`config.mk`:
```
export PLATFORM = sky130hd
export DESIGN_NAME = rob_commit
export DESIGN_NICKNAME = d
export VERILOG_FILES = /design/src/rtl/rob_commit.sv
export SDC_FILE = /design/constraint.sdc
export NUM_CORES = 1
export LEC_CHECK = 0
export BUFFER_PORTS_ARGS = -buffer_cell sky130_fd_sc_hd__buf_2
export CAP_MARGIN = 20
export CORE_MARGIN = 5
export CORE_UTILIZATION = 40
export DETAILED_ROUTE_END_ITERATION = 7
export PLACE_DENSITY = 0.69
export REMOVE_ABC_BUFFERS = 1
export SLEW_MARGIN = 20
export SYNTH_ARGS = -nofsm -noshare
export SYNTH_HDL_FRONTEND = slang
export SYNTH_SLANG_ARGS = --single-unit
```
`constraint.sdc`:
```
create_clock -name clk_in -period 7.7 [get_ports clk_in]
set_input_delay 1.54 -clock clk_in [delete_from_list [all_inputs] [get_ports clk_in]]
set_output_delay 1.54 -clock clk_in [all_outputs]
set_load 0.05 [all_outputs]
```
`src/rtl/rob_commit.sv`:
```
// rob_commit -- reorder buffer with in-order retirement.
//
// Purpose:
//   Circular queue of 2**ROB_WIDTH_BIT in-flight instructions. The decoder
//   allocates entries at the tail, the CDB marks them complete, and the head
//   retires one complete entry per cycle onto the register-file commit port.
//   A mispredicted branch reaching the head flushes the whole buffer and
//   requests a fetch redirect. Two combinational forwarding query ports let
//   the decoder read renamed operands, with same-cycle CDB bypass.
//
// Ports:
//   clk_in, rst_in (sync, active high), rdy_in (low = freeze)
//   issue_*        : allocation request from the decoder
//   rob_full       : every entry occupied (from registered count)
//   tail_id        : id the next accepted issue receives
//   cdb_*          : completion broadcast
//   q1_*, q2_*     : operand forwarding queries
//   write_en, reg_id, rob_id, value : registered regfile commit port
//   store_commit   : head STORE retired (id on rob_id)
//   clear_all, redirect_en, redirect_pc : flush and fetch redirect
//   halt           : sticky, set when an EXIT entry retires
//
// Optional build macro:
//   ROB_COMMIT_COUNTER_EN -- adds output commit_count[31:0], the number of
//   entries retired since reset.

module rob_commit #(
   parameter int ROB_WIDTH_BIT = 3,
   parameter int REG_ID_BIT    = 5
) (
   input  logic                     clk_in,
   input  logic                     rst_in,
   input  logic                     rdy_in,
   input  logic                     issue_valid,
   input  logic [1:0]               issue_type,
   input  logic [REG_ID_BIT-1:0]    issue_rd,
   input  logic                     issue_ready,
   input  logic [31:0]              issue_value,
   input  logic [31:0]              issue_pred_pc,
   output logic                     rob_full,
   output logic [ROB_WIDTH_BIT-1:0] tail_id,
   input  logic                     cdb_valid,
   input  logic [ROB_WIDTH_BIT-1:0] cdb_rob_id,
   input  logic [31:0]              cdb_value,
   input  logic [31:0]              cdb_next_pc,
   input  logic [ROB_WIDTH_BIT-1:0] q1_id,
   input  logic [ROB_WIDTH_BIT-1:0] q2_id,
   output logic                     q1_ready,
   output logic                     q2_ready,
   output logic [31:0]              q1_value,
   output logic [31:0]              q2_value,
   output logic                     write_en,
   output logic [REG_ID_BIT-1:0]    reg_id,
   output logic [ROB_WIDTH_BIT-1:0] rob_id,
   output logic [31:0]              value,
   output logic                     store_commit,
   output logic                     clear_all,
   output logic                     redirect_en,
   output logic [31:0]              redirect_pc,
`ifdef ROB_COMMIT_COUNTER_EN
   output logic [31:0]              commit_count,
`endif
   output logic                     halt
);

   localparam int DEPTH = 1 << ROB_WIDTH_BIT;
   localparam int CW    = ROB_WIDTH_BIT + 1;

   localparam logic [1:0] T_REG    = 2'd0;
   localparam logic [1:0] T_STORE  = 2'd1;
   localparam logic [1:0] T_BRANCH = 2'd2;
   localparam logic [1:0] T_EXIT   = 2'd3;

   // Control state (reset) and payload storage (no reset: payload is only
   // ever read while the matching valid bit is set).
   logic [ROB_WIDTH_BIT-1:0] head_reg;
   logic [ROB_WIDTH_BIT-1:0] tail_reg;
   logic [CW-1:0]            count_reg;
   logic [DEPTH-1:0]         valid_reg;
   logic [DEPTH-1:0]         ready_reg;

   logic [1:0]               type_reg  [DEPTH];
   logic [REG_ID_BIT-1:0]    rd_reg    [DEPTH];
   logic [31:0]              value_reg [DEPTH];
   logic [31:0]              pred_reg  [DEPTH];
   logic [31:0]              npc_reg   [DEPTH];

   logic issue_accept;
   logic cdb_accept;
   logic head_commit;
   logic head_mispredict;
   logic head_writes_reg;

   assign rob_full = (count_reg == CW'(DEPTH));
   // tail is already zero while clear_all is high (the flush zeroed it).
   assign tail_id  = tail_reg;

   // halt freezes allocation and retirement; clear_all marks the cycle in
   // which the rest of the machine is being flushed, so inputs are stale.
   assign issue_accept = issue_valid && !rob_full && !clear_all && !halt;
   assign cdb_accept   = cdb_valid && !clear_all && valid_reg[cdb_rob_id];

   // Retirement looks at stored ready only; a CDB result arriving this cycle
   // retires one cycle later.
   assign head_commit     = !halt && valid_reg[head_reg] && ready_reg[head_reg];
   assign head_mispredict = head_commit && (type_reg[head_reg] == T_BRANCH) &&
                            (npc_reg[head_reg] != pred_reg[head_reg]);
   assign head_writes_reg = ((type_reg[head_reg] == T_REG) ||
                             (type_reg[head_reg] == T_BRANCH)) &&
                            (rd_reg[head_reg] != '0);

   // Forwarding query ports: a matching CDB broadcast takes priority over
   // the stored entry.
   logic [ROB_WIDTH_BIT-1:0] q_id  [2];
   logic                     q_rdy [2];
   logic [31:0]              q_val [2];

   assign q_id[0]  = q1_id;
   assign q_id[1]  = q2_id;
   assign q1_ready = q_rdy[0];
   assign q2_ready = q_rdy[1];
   assign q1_value = q_val[0];
   assign q2_value = q_val[1];

   generate
      for (genvar gi = 0; gi < 2; gi++) begin : g_query
         always_comb begin
            q_rdy[gi] = 1'b0;
            q_val[gi] = '0;
            if (cdb_valid && (cdb_rob_id == q_id[gi])) begin
               q_rdy[gi] = 1'b1;
               q_val[gi] = cdb_value;
            end else if (valid_reg[q_id[gi]] && ready_reg[q_id[gi]]) begin
               q_rdy[gi] = 1'b1;
               q_val[gi] = value_reg[q_id[gi]];
            end
         end
      end
   endgenerate

   // Payload writes. The issue write comes last so it wins over a CDB write
   // aimed at the same (necessarily invalid) slot.
   always_ff @(posedge clk_in) begin
      if (rdy_in) begin
         if (cdb_accept) begin
            value_reg[cdb_rob_id] <= cdb_value;
            npc_reg[cdb_rob_id]   <= cdb_next_pc;
         end
         if (issue_accept) begin
            type_reg[tail_reg]  <= issue_type;
            rd_reg[tail_reg]    <= issue_rd;
            value_reg[tail_reg] <= issue_value;
            pred_reg[tail_reg]  <= issue_pred_pc;
            // An entry complete at issue never mispredicts.
            npc_reg[tail_reg]   <= issue_pred_pc;
         end
      end
   end

   // Control state and registered commit outputs.
   always_ff @(posedge clk_in) begin
      if (rst_in) begin
         head_reg     <= '0;
         tail_reg     <= '0;
         count_reg    <= '0;
         valid_reg    <= '0;
         ready_reg    <= '0;
         write_en     <= 1'b0;
         reg_id       <= '0;
         rob_id       <= '0;
         value        <= '0;
         store_commit <= 1'b0;
         clear_all    <= 1'b0;
         redirect_en  <= 1'b0;
         redirect_pc  <= '0;
         halt         <= 1'b0;
`ifdef ROB_COMMIT_COUNTER_EN
         commit_count <= '0;
`endif
      end else if (rdy_in) begin
         write_en     <= 1'b0;
         store_commit <= 1'b0;
         clear_all    <= 1'b0;
         redirect_en  <= 1'b0;

         if (head_commit) begin
            rob_id <= head_reg;
            if (head_writes_reg) begin
               write_en <= 1'b1;
               reg_id   <= rd_reg[head_reg];
               value    <= value_reg[head_reg];
            end
            if (type_reg[head_reg] == T_STORE) begin
               store_commit <= 1'b1;
            end
            if (type_reg[head_reg] == T_EXIT) begin
               halt <= 1'b1;
            end
`ifdef ROB_COMMIT_COUNTER_EN
            commit_count <= commit_count + 32'd1;
`endif
         end

         if (head_mispredict) begin
            // The branch's own link write above still goes out alongside
            // the flush; everything younger is discarded.
            clear_all   <= 1'b1;
            redirect_en <= 1'b1;
            redirect_pc <= npc_reg[head_reg];
            valid_reg   <= '0;
            ready_reg   <= '0;
            head_reg    <= '0;
            tail_reg    <= '0;
            count_reg   <= '0;
         end else begin
            if (cdb_accept) begin
               ready_reg[cdb_rob_id] <= 1'b1;
            end
            if (head_commit) begin
               valid_reg[head_reg] <= 1'b0;
               head_reg            <= head_reg + ROB_WIDTH_BIT'(1);
            end
            // tail==head with a committing head only when full, and a full
            // buffer never accepts, so these two slot writes never collide.
            if (issue_accept) begin
               valid_reg[tail_reg] <= 1'b1;
               ready_reg[tail_reg] <= issue_ready;
               tail_reg            <= tail_reg + ROB_WIDTH_BIT'(1);
            end
            count_reg <= count_reg + CW'(issue_accept) - CW'(head_commit);
         end
      end
   end

endmodule

```
==> results.py <==
metrics = {
    "worst_setup_path": {
        "cp_common_cell": "buf_4",
        "max_stage_delay_ps": 790,
        "crit_type": "in -> out",
        "end_kind": "output pin",
        "reg2reg_depth": 8,
        "timing.rr.end": "ready_reg[2]",
        "start_kind": "input port",
        "path_cells": "buf_4, buf_4, mux4_2, mux2i_1, o31ai_1, buf_2",
        "r2r_setup_slack_ps": 2480,
        "critPathRequiredTime_ps": 6160,
        "arrival_ps": 4170,
        "cp_max_fo": 40,
        "crit_end": "q2_value[11]",
        "cp-startpoint": "q2_id[0]",
        "crit_slowest_cell": "buf_4",
    },
    "place": {
        "hpwl_um": 88800,
        "portBuffers": 296,
        "place_area_mm2": 0.0507,
        "place_congestion": 0.833,
        "placed_cells": 5048,
    },
    "yosys": {
        "netlist_top_cells_area": "edfxtp_1 52%, mux4_2 12%, mux2_2 9.3%, dfxtp_1 4.4%, nand2_1 4.1%",
        "ys_top_cells_by_count": "824 x edfxtp_1, 513 x nand2_1, 394 x mux2_2, 244 x mux4_2, 151 x mux2i_1",
        "synth.distinct_cells": 68,
        "ys_async_sr_fraction_pct": 0,
        "synthFlopType": "edfxtp_1",
        "synth_largest_area_cell": "edfxtp_1",
        "synthDominantCellAreaShare_pct": 52.1,
        "synth_seq_area_share_pct": 56.5,
        "yosysMostFrequentCell": "edfxtp_1",
        "syn_area_per_cell_um2": 13.9,
        "ys_warn_count": 0,
        "synth_edf_count": 824,
        "syn_inst": 3421,
        "ys_ff_latch": 929,
        "netlist_area_mm2": 0.0475,
    },
    "floorplanning": {
        "rows": 126,
        "ios": 297,
        "die_h_um": 355,
        "die_area_mm2": 0.126,
        "coreArea_mm2": 0.118,
        "start_util_pct": 40.2,
        "die_w_um": 355,
    },
    "clock_tree": {
        "clk_path_buf_depth": 3,
        "root_buffer": "clkbuf_16",
        "insertion_delay_ps": 690,
        "cts.clk_slew.worst_paths_ps": 60,
        "cts_buffers": 97,
        "cts-resized-gates": 0,
        "post_cts_buffers": 0,
        "cts_max_level": 3,
        "tritoncts": "done",
        "cts_sinks": 929,
        "postCtsHoldBufs": 0,
    },
    "routing": {
        "routed_wl_um": 151000,
        "final_antenna_net_count": 0,
        "firstDrtPassIters": 8,
        "routedWlPerCell_um": 28.8,
        "drc": 0,
        "dr.first_iter.drc_count": 4203,
        "vias": 32300,
        "vias_per_cell": 6.14,
    },
    "layout": {
        "synthToLayoutAreaGrowth_pct": 14.0,
        "drive_above_1_share_pct": 32.9,
        "layout.cells.non_filler": 5256,
        "fin_nets": 3769,
        "largest_reg_flops": 288,
        "fin_util_pct": 45.9,
        "fin_area_mm2": 0.0542,
    },
    "sta": {
        "fin_skew_ps": 45.1,
        "worstMarginPinSlew_ps": 1150,
        "relSlewSlack_pct": 22.3,
        "finalHoldViolCount": 0,
        "rsz0062_at_grt": "no",
        "setup_viol": 0,
        "finalSetupTns_ps": 0,
        "fmax_mhz": 175,
        "drv_slew": 0,
        "fin_crit_ps": 5710,
        "period_share_pct": 74.1,
    },
    "run_status": {
        "status": "finished, final reports clean",
    },
    "job": {
        "drv_cap": 0,
    },
    "power": {
        "leakagePower_uw": 0.0183,
        "p_per_area_mw_per_mm2": 216,
        "peakVddDrop_uv": 173,
        "finalPower_uw": 11700,
    },
    "hold_path": {
        "hp-class": "reg -> reg",
    },
    "grt": {
        "grt_util_all_layers_pct": 23.2,
        "grt_first_pass_wirelength_um": 219000,
        "antenna_found_initial": 45,
        "grt_remaining_overflow": 0,
        "grt_max_degree": 105,
        "grt_pass1_vias": 32200,
    },
}
-- placed cells by master (no fill, tap or decap), types with 13 or more instances in the layout --
| master | n |
|---|---|
| a211oi_1 | 16 |
| a21oi_1 | 38 |
| a221oi_1 | 49 |
| a22o_1 | 37 |
| a311oi_1 | 26 |
| a31oi_1 | 13 |
| buf_2 | 293 |
| buf_4 | 76 |
| bufinv_16 | 13 |
| clkbuf_1 | 14 |
| clkbuf_16 | 99 |
| clkinv_1 | 17 |
| clkinv_2 | 16 |
| dfxtp_1 | 100 |
| diode_2 | 26 |
| edfxtp_1 | 824 |
| mux2_2 | 394 |
| mux2i_1 | 151 |
| mux4_2 | 244 |
| nand2_1 | 512 |
| nand3_1 | 75 |
| nor2_1 | 77 |
| nor2b_1 | 37 |
| nor3_1 | 55 |
| o21ai_0 | 74 |
| o22ai_1 | 27 |
| o31ai_1 | 74 |
| xnor2_1 | 51 |
| xor2_1 | 113 |
-- through the flow --
step | hold WS, ps | setup slack [ps]
floorplan | 468 | -4640
global placement | 448 | 2040
detailed placement | 466 | 2000
CTS | 475 | 2000
global route | 510 | 1850
finish | 478 | 1990
-- power breakdown --
group,internal (uW),switching [uW]
registers,5580,49.2
clock network,2910,2100
logic,394,653
total,8890,2800
-- worst min path at each step --
stage | from | to | slack, ps | depth (start not counted)
6_report | store_commit | store_commit | 480 | 2
5_1_grt | store_commit | store_commit | 510 | 2
4_1_cts | store_commit | store_commit | 470 | 2
3_5_place_dp | store_commit | store_commit | 470 | 2
3_3_place_gp | store_commit | store_commit | 450 | 2
2_1_floorplan | valid_reg[1] | valid_reg[1] | 470 | 2
-- kinds of logic after synthesis --
family,Yosys count,share of synthesized area (%)
flops,929,56.5
buf+inv,304,2.68
compound gates,407,6.10
xor+xnor,164,3.02
mux,789,24.1
simple gates,820,7.40
fa+ha+maj,8,0.226
-- worst max-delay path: cells and delay by family --
kind                   cells  cell delay (ps)
AOI/OAI and AO/OA          1              460
buffers and inverters      3             1620
muxes                      2              440
-- layout make-up --
cell class	count	area, um^2
inverters	17	76.3
clock buffers	123	2670
clock inverters	59	724
fillers	10200	63900
diodes	26	65.1
multi-input cells	2188	19600
well taps	1536	1920
flip-flops and latches	929	26900
repair buffers	378	2210
-- per-layer routing --
layer	vias to the layer above	track usage [%]	part of all wire, %
li1	13700	-	-
met5	-	0	0.073
met4	18	8.52	3.5
met2	1917	37.4	47
met3	364	5.15	10
met1	16300	31.0	39
Note: power is estimated with default switching activity, not from simulation.
